**config.mk**
```make
export PLATFORM = sky130hd
export DESIGN_NAME = wb_port_arbiter
export DESIGN_NICKNAME = d
export VERILOG_FILES = /design/src/rtl/wb_port_arbiter.sv
export SDC_FILE = /design/constraint.sdc
export NUM_CORES = 1
export LEC_CHECK = 0
export CORE_MARGIN = 2
export CORE_UTILIZATION = 43
export CTS_CLUSTER_SIZE = 28
export DETAILED_ROUTE_END_ITERATION = 7
export GPL_TIMING_DRIVEN = 0
export PLACE_DENSITY = 0.85
export SETUP_SLACK_MARGIN = 0.2
export SYNTH_ARGS = -nofsm -noshare
export SYNTH_HDL_FRONTEND = slang
export SYNTH_SLANG_ARGS = --single-unit
export TNS_END_PERCENT = 10
```
**constraint.sdc**
```tcl
create_clock -name clk -period 4.2 [get_ports clk]
set_input_delay 0.42 -clock clk [delete_from_list [all_inputs] [get_ports clk]]
set_output_delay 0.42 -clock clk [all_outputs]
set_load 0.01 [all_outputs]
```
**src/rtl/wb_port_arbiter.sv**
```systemverilog
// rtl/wb_port_arbiter.sv - register-file write-port arbiter between pipeline WB and mul/div unit
module wb_port_arbiter (
    input  logic        clk,
    input  logic        rst,
    input  logic        wb_valid,
    input  logic [4:0]  wb_rd,
    input  logic [31:0] wb_data,
    input  logic        md_valid,
    input  logic [4:0]  md_rd,
    input  logic [31:0] md_data,
    output logic        md_ready,
    output logic        rf_we,
    output logic [4:0]  rf_waddr,
    output logic [31:0] rf_wdata,
    output logic        stall,
    output logic        err
);

    typedef enum logic [1:0] {
        S_IDLE  = 2'd0,
        S_PEND  = 2'd1,
        S_FORCE = 2'd2
    } state_t;

    state_t      state_q, state_d;
    logic [1:0]  count_q, count_d;
    logic [1:0]  starv_q, starv_d;
    logic        err_q;
    logic [4:0]  fifo_rd_q   [2];
    logic [31:0] fifo_data_q [2];

    logic        fifo_nonempty;
    logic        md_acc;
    logic        grant_wb, grant_fifo, grant_pass;
    logic        push, pop;
    logic        wr_idx;
    logic [4:0]  g_rd;
    logic [31:0] g_data;

    assign fifo_nonempty = (count_q != 2'd0);
    assign md_ready      = !rst && (count_q != 2'd2);
    assign md_acc        = md_valid && md_ready;
    assign stall         = (state_q == S_FORCE);
    assign err           = err_q;

    // Pick the single source that owns the write port this cycle.
    always_comb begin
        grant_wb   = 1'b0;
        grant_fifo = 1'b0;
        grant_pass = 1'b0;
        if (!rst) begin
            if (stall) begin
                grant_fifo = fifo_nonempty;
            end else if (wb_valid) begin
                grant_wb = 1'b1;
            end else if (fifo_nonempty) begin
                grant_fifo = 1'b1;
            end else if (md_acc) begin
                grant_pass = 1'b1;
            end
        end
    end

    assign pop  = grant_fifo;
    assign push = md_acc && !grant_pass;
    // A push lands behind whatever survives this cycle's pop.
    assign wr_idx = (count_q == 2'd1) && !pop;

    // Route the granted source onto the write port; r0 writes are suppressed.
    always_comb begin
        g_rd   = 5'd0;
        g_data = 32'd0;
        if (grant_wb) begin
            g_rd   = wb_rd;
            g_data = wb_data;
        end else if (grant_fifo) begin
            g_rd   = fifo_rd_q[0];
            g_data = fifo_data_q[0];
        end else if (grant_pass) begin
            g_rd   = md_rd;
            g_data = md_data;
        end
    end

    assign rf_we    = (grant_wb || grant_fifo || grant_pass) && (g_rd != 5'd0);
    assign rf_waddr = g_rd;
    assign rf_wdata = g_data;

    // Occupancy and starvation bookkeeping for the next cycle.
    always_comb begin
        count_d = count_q + {1'b0, push} - {1'b0, pop};
        starv_d = starv_q;
        if (!fifo_nonempty || pop) begin
            starv_d = 2'd0;
        end else if (grant_wb && (starv_q != 2'd3)) begin
            starv_d = starv_q + 2'd1;
        end
    end

    // Next-state logic: FORCE is a one-cycle window that steals the port for the FIFO head.
    always_comb begin
        state_d = state_q;
        case (state_q)
            S_IDLE: begin
                if (count_d != 2'd0) begin
                    state_d = S_PEND;
                end
            end
            S_PEND: begin
                if (starv_d == 2'd3) begin
                    state_d = S_FORCE;
                end else if (count_d == 2'd0) begin
                    state_d = S_IDLE;
                end
            end
            S_FORCE: begin
                state_d = (count_d == 2'd0) ? S_IDLE : S_PEND;
            end
            default: begin
                state_d = S_IDLE;
            end
        endcase
    end

    // Control state registers with synchronous reset.
    always_ff @(posedge clk) begin
        if (rst) begin
            state_q <= S_IDLE;
            count_q <= 2'd0;
            starv_q <= 2'd0;
            err_q   <= 1'b0;
        end else begin
            state_q <= state_d;
            count_q <= count_d;
            starv_q <= starv_d;
            if (stall && wb_valid) begin
                err_q <= 1'b1;
            end
        end
    end

    // FIFO storage: shift on pop, write at the first free slot on push.
    always_ff @(posedge clk) begin
        if (pop) begin
            fifo_rd_q[0]   <= fifo_rd_q[1];
            fifo_data_q[0] <= fifo_data_q[1];
        end
        if (push) begin
            fifo_rd_q[wr_idx]   <= md_rd;
            fifo_data_q[wr_idx] <= md_data;
        end
    end

endmodule
```
==> summary.txt <==
Synthesis
  – Async S/R FF share, synth: 0
  – Top post-synthesis cells by area: edfxtp_1 56%, mux2_4 7.2%, a221oi_1 5.3%
  – Syn. warnings: 0
  – EDFF count, synth: 74
  – Syn_nets: ~370
  – Synth unique cells: 39
  – Synthesized instance count: between 200 and 300
  – Top cells by count, synth: 74 x edfxtp_1, 53 x nor2_1, 24 x a221oi_1
  – Share of the synthesized area in the top cell type: 0.560
  – Dominant cell type by area after synthesis: edfxtp_1
  – Seq/Total Area, Yosys: 0.596
  – Syn Area/Cell: 13.6 µm²
  – Flop and latch count out of synthesis: 81
  – Top FF cell, synth: edfxtp_1
  – Cell Area, Synth: 3970 µm²
  – Count leader, synth: edfxtp_1

Critical path
  – Reg2Reg Depth: 12
  – Worst Setup SP: rst
  – R2R Path End: state_q[0]
  – Crit-path max FO: 10
  – R2R Setup Slk: 1.42 ns
  – WP data required: about 3.8 ns
  – CP Launch Type: input port
  – Worst path arrival time: approximately 3.3 ns
  – Crit. End Element: output pin
  – Critical Path End: rf_wdata[10]
  – R2r startpoint: count_q[0]
  – Crit Path Class: input port to output pin

Drt
  – Total number of vias: just under 3000
  – Post-DRT Antenna Nets: 0
  – Avg WL per Cell: roughly 18 µm
  – Vias per cell: 5.44
  – First-iteration detailed-routing DRC count: between 100 and 150
  – Final wirelength: roughly 9700 µm
  – DRC: 0
  – DR pass1 iterations: 7

Power
  – Leak: between 2 and 2.5 nW
  – Switching part of the total: 0.269
  – Peak VDD IR: between 0.15 and 0.2 mV
  – Clock power frac: 0.265
  – Sequential share of power: 0.497
  – Int Power: between 1 and 1.5 mW
  – Total Power: ~1.9 mW
  – Cell area power density: 351 nW/µm²
  – Gate power share: 0.238
  – Switching power total: between 500 and 600 µW

Floorplanning
  – Die height: 100 µm
  – Io pins: around 120
  – Die W: around 100 µm
  – Core Region: about 9100 µm²
  – # rows: 35
  – Initial Util: 0.435
  – Die area: approximately 10000 µm²

STA
  – Worst-margin pin slew: approximately 0.8 ns
  – Final hold violation count: 0
  – Final worst-path setup slack: 0.461 ns
  – Tmin final: approximately 3.7 ns
  – Slew HR: 0.467
  – Setup TNS: 0 ns
  – Max Clk Rate: ~270 MHz
  – Fin crit share: 0.890
  – Final setup violation count: 0
  – WHS: ~0.46 ns
  – RSZ-0062 raised after global routing: no
  – Max Slew Vio Count: 0
  – Clock Skew: roughly 0.0086 ns

Clock tree
  – Post-CTS Resized: 0
  – CTS tree: done
  – Hold Buf Count CTS: 0
  – CTS Sinks: 81
  – Clock Tree Buf Depth: 2
  – Clk Latency, worst-skew pair: roughly 0.34 ns
  – # Post-CTS Setup Buffers: 0
  – Clock root buffer: clkbuf_8
  – Reg clk slew, reported paths: 0.08 ns
  – H-Tree Depth: 3
  – Total CTS buffers: 9

Place
  – Placement Cell Area: roughly 5300 µm²
  – Setup WS pre-CTS: around 0.48 ns
  – Gpl congestion: around 0.79
  – DP HPWL: about 6900 µm
  – # port buffers: approximately 120

Global route
  – GRT Total Usage: 0.196
  – Vias in the first global route: between 2000 and 3000
  – Initial antenna violation count: 0
  – First-pass GRT wire length: approximately 15000 µm
  – Pin count of the biggest net entering global routing: 27
  – GRT Residual Overflow: 0

Cells and area
  – Area delta synth->final: 39.1%
  – Post-route cell area: around 5500 µm²
  – Fillers: around 700
  – Diode count: 0
  – Layout cell share with drive strength beyond 1: 0.187
  – Post-layout net count: 503

Run status
  – Status: completed

Min path
  – Hold Path Class: register to register
  – Worst Hold Depth: 1

Job
  – Max_cap viols: 0
how the worst min path moves through the flow:
stage | end | from
after floorplan | state_q[1] | state_q[1]
after global placement | state_q[1] | state_q[1]
after detailed placement | state_q[1] | state_q[1]
after CTS | state_q[1] | state_q[1]
after global routing | state_q[1] | state_q[1]
final | state_q[1] | state_q[1]
per-stage QoR:
| step | utilization | cells |
|---|---|---|
| 5_1_grt | 0.606 | 538 |
| 3_3_place_gp | 0.580 | 519 |
| 3_5_place_dp | 0.586 | 522 |
| 6_report | 0.606 | 538 |
| 4_1_cts | 0.606 | 538 |
| 2_1_floorplan | - | 291 |
metal layers:
layer  GRT usage  share of wire
met2       0.347           0.49
met3      0.0327          0.059
met4      0.0632          0.015
met5           0              0
met1       0.247           0.43
logic make-up (layout without fill, tap and decap cells):
kind of cell,Yosys count,after routing,synth area share
simple gates,82,82,0.0994
fa+ha+maj,3,3,0.00946
flops,81,81,0.596
mux,38,38,0.126
xor+xnor,3,3,0.00663
compound gates,51,51,0.109
buf+inv,33,169,0.0546
worst max-delay path: stages:
cell and delay (ns):
clkdlybuf4s50_1 0.56, nand2b_1 0.34, nor2_1 0.66, clkbuf_1 0.53, a222oi_1 0.19, inv_1 0.09
clkdlybuf4s50_1 0.53
power by group through the flow:
stage | sequential [mW] | clock (mW) | combinational [mW]
3_3_place_gp | 0.982 | 0 | 0.441
2_1_floorplan | 0.977 | 0 | 0.228
5_1_grt | 0.968 | 0.560 | 0.497
4_1_cts | 0.964 | 0.523 | 0.466
6_report | 0.963 | 0.513 | 0.462
3_5_place_dp | 0.981 | 0 | 0.464
area by class of cell:
type	count	area (µm²)	share of cell area
tap	111	139	0.0252
timing repair buffer	120	1220	0.221
sequential	81	2360	0.428
clock inverter	7	55.1	0.00998
inverter	12	50.0	0.00907
buffer	21	166	0.0302
clock buffer	9	124	0.0224
multi-input combinational	177	1400	0.254
cells in the final DEF, fill, tap and decap left out, types with 2 or more instances in the layout:
cell type,count
clkdlybuf4s50_1,117
edfxtp_1,74
nor2_1,53
a221oi_1,24
mux2_4,19
mux2_2,18
inv_1,11
a222oi_1,9
clkbuf_8,9
clkbuf_1,8
dfxtp_1,7
nor2b_1,6
nor3_1,6
a21oi_1,6
buf_6,5
nand2b_1,4
buf_4,4
a32oi_1,4
buf_12,3
ha_1,3
clkinv_4,3
inv_6,2
buf_2,2
nor2_4,2
o21ai_0,2
nand2_1,2
nor4_1,2
xnor2_1,2
clkinvlp_4,2
buf_8,2
flip-flops by register name, indices dropped and copies added (netlist names):
| signal | flops |
|---|---|
| count_q | 2 |
| state_q | 2 |
| err | 1 |
| starv_q | 2 |
| fifo_data_q | 64 |
| fifo_rd_q | 10 |
(Power assumes the default switching activity.)
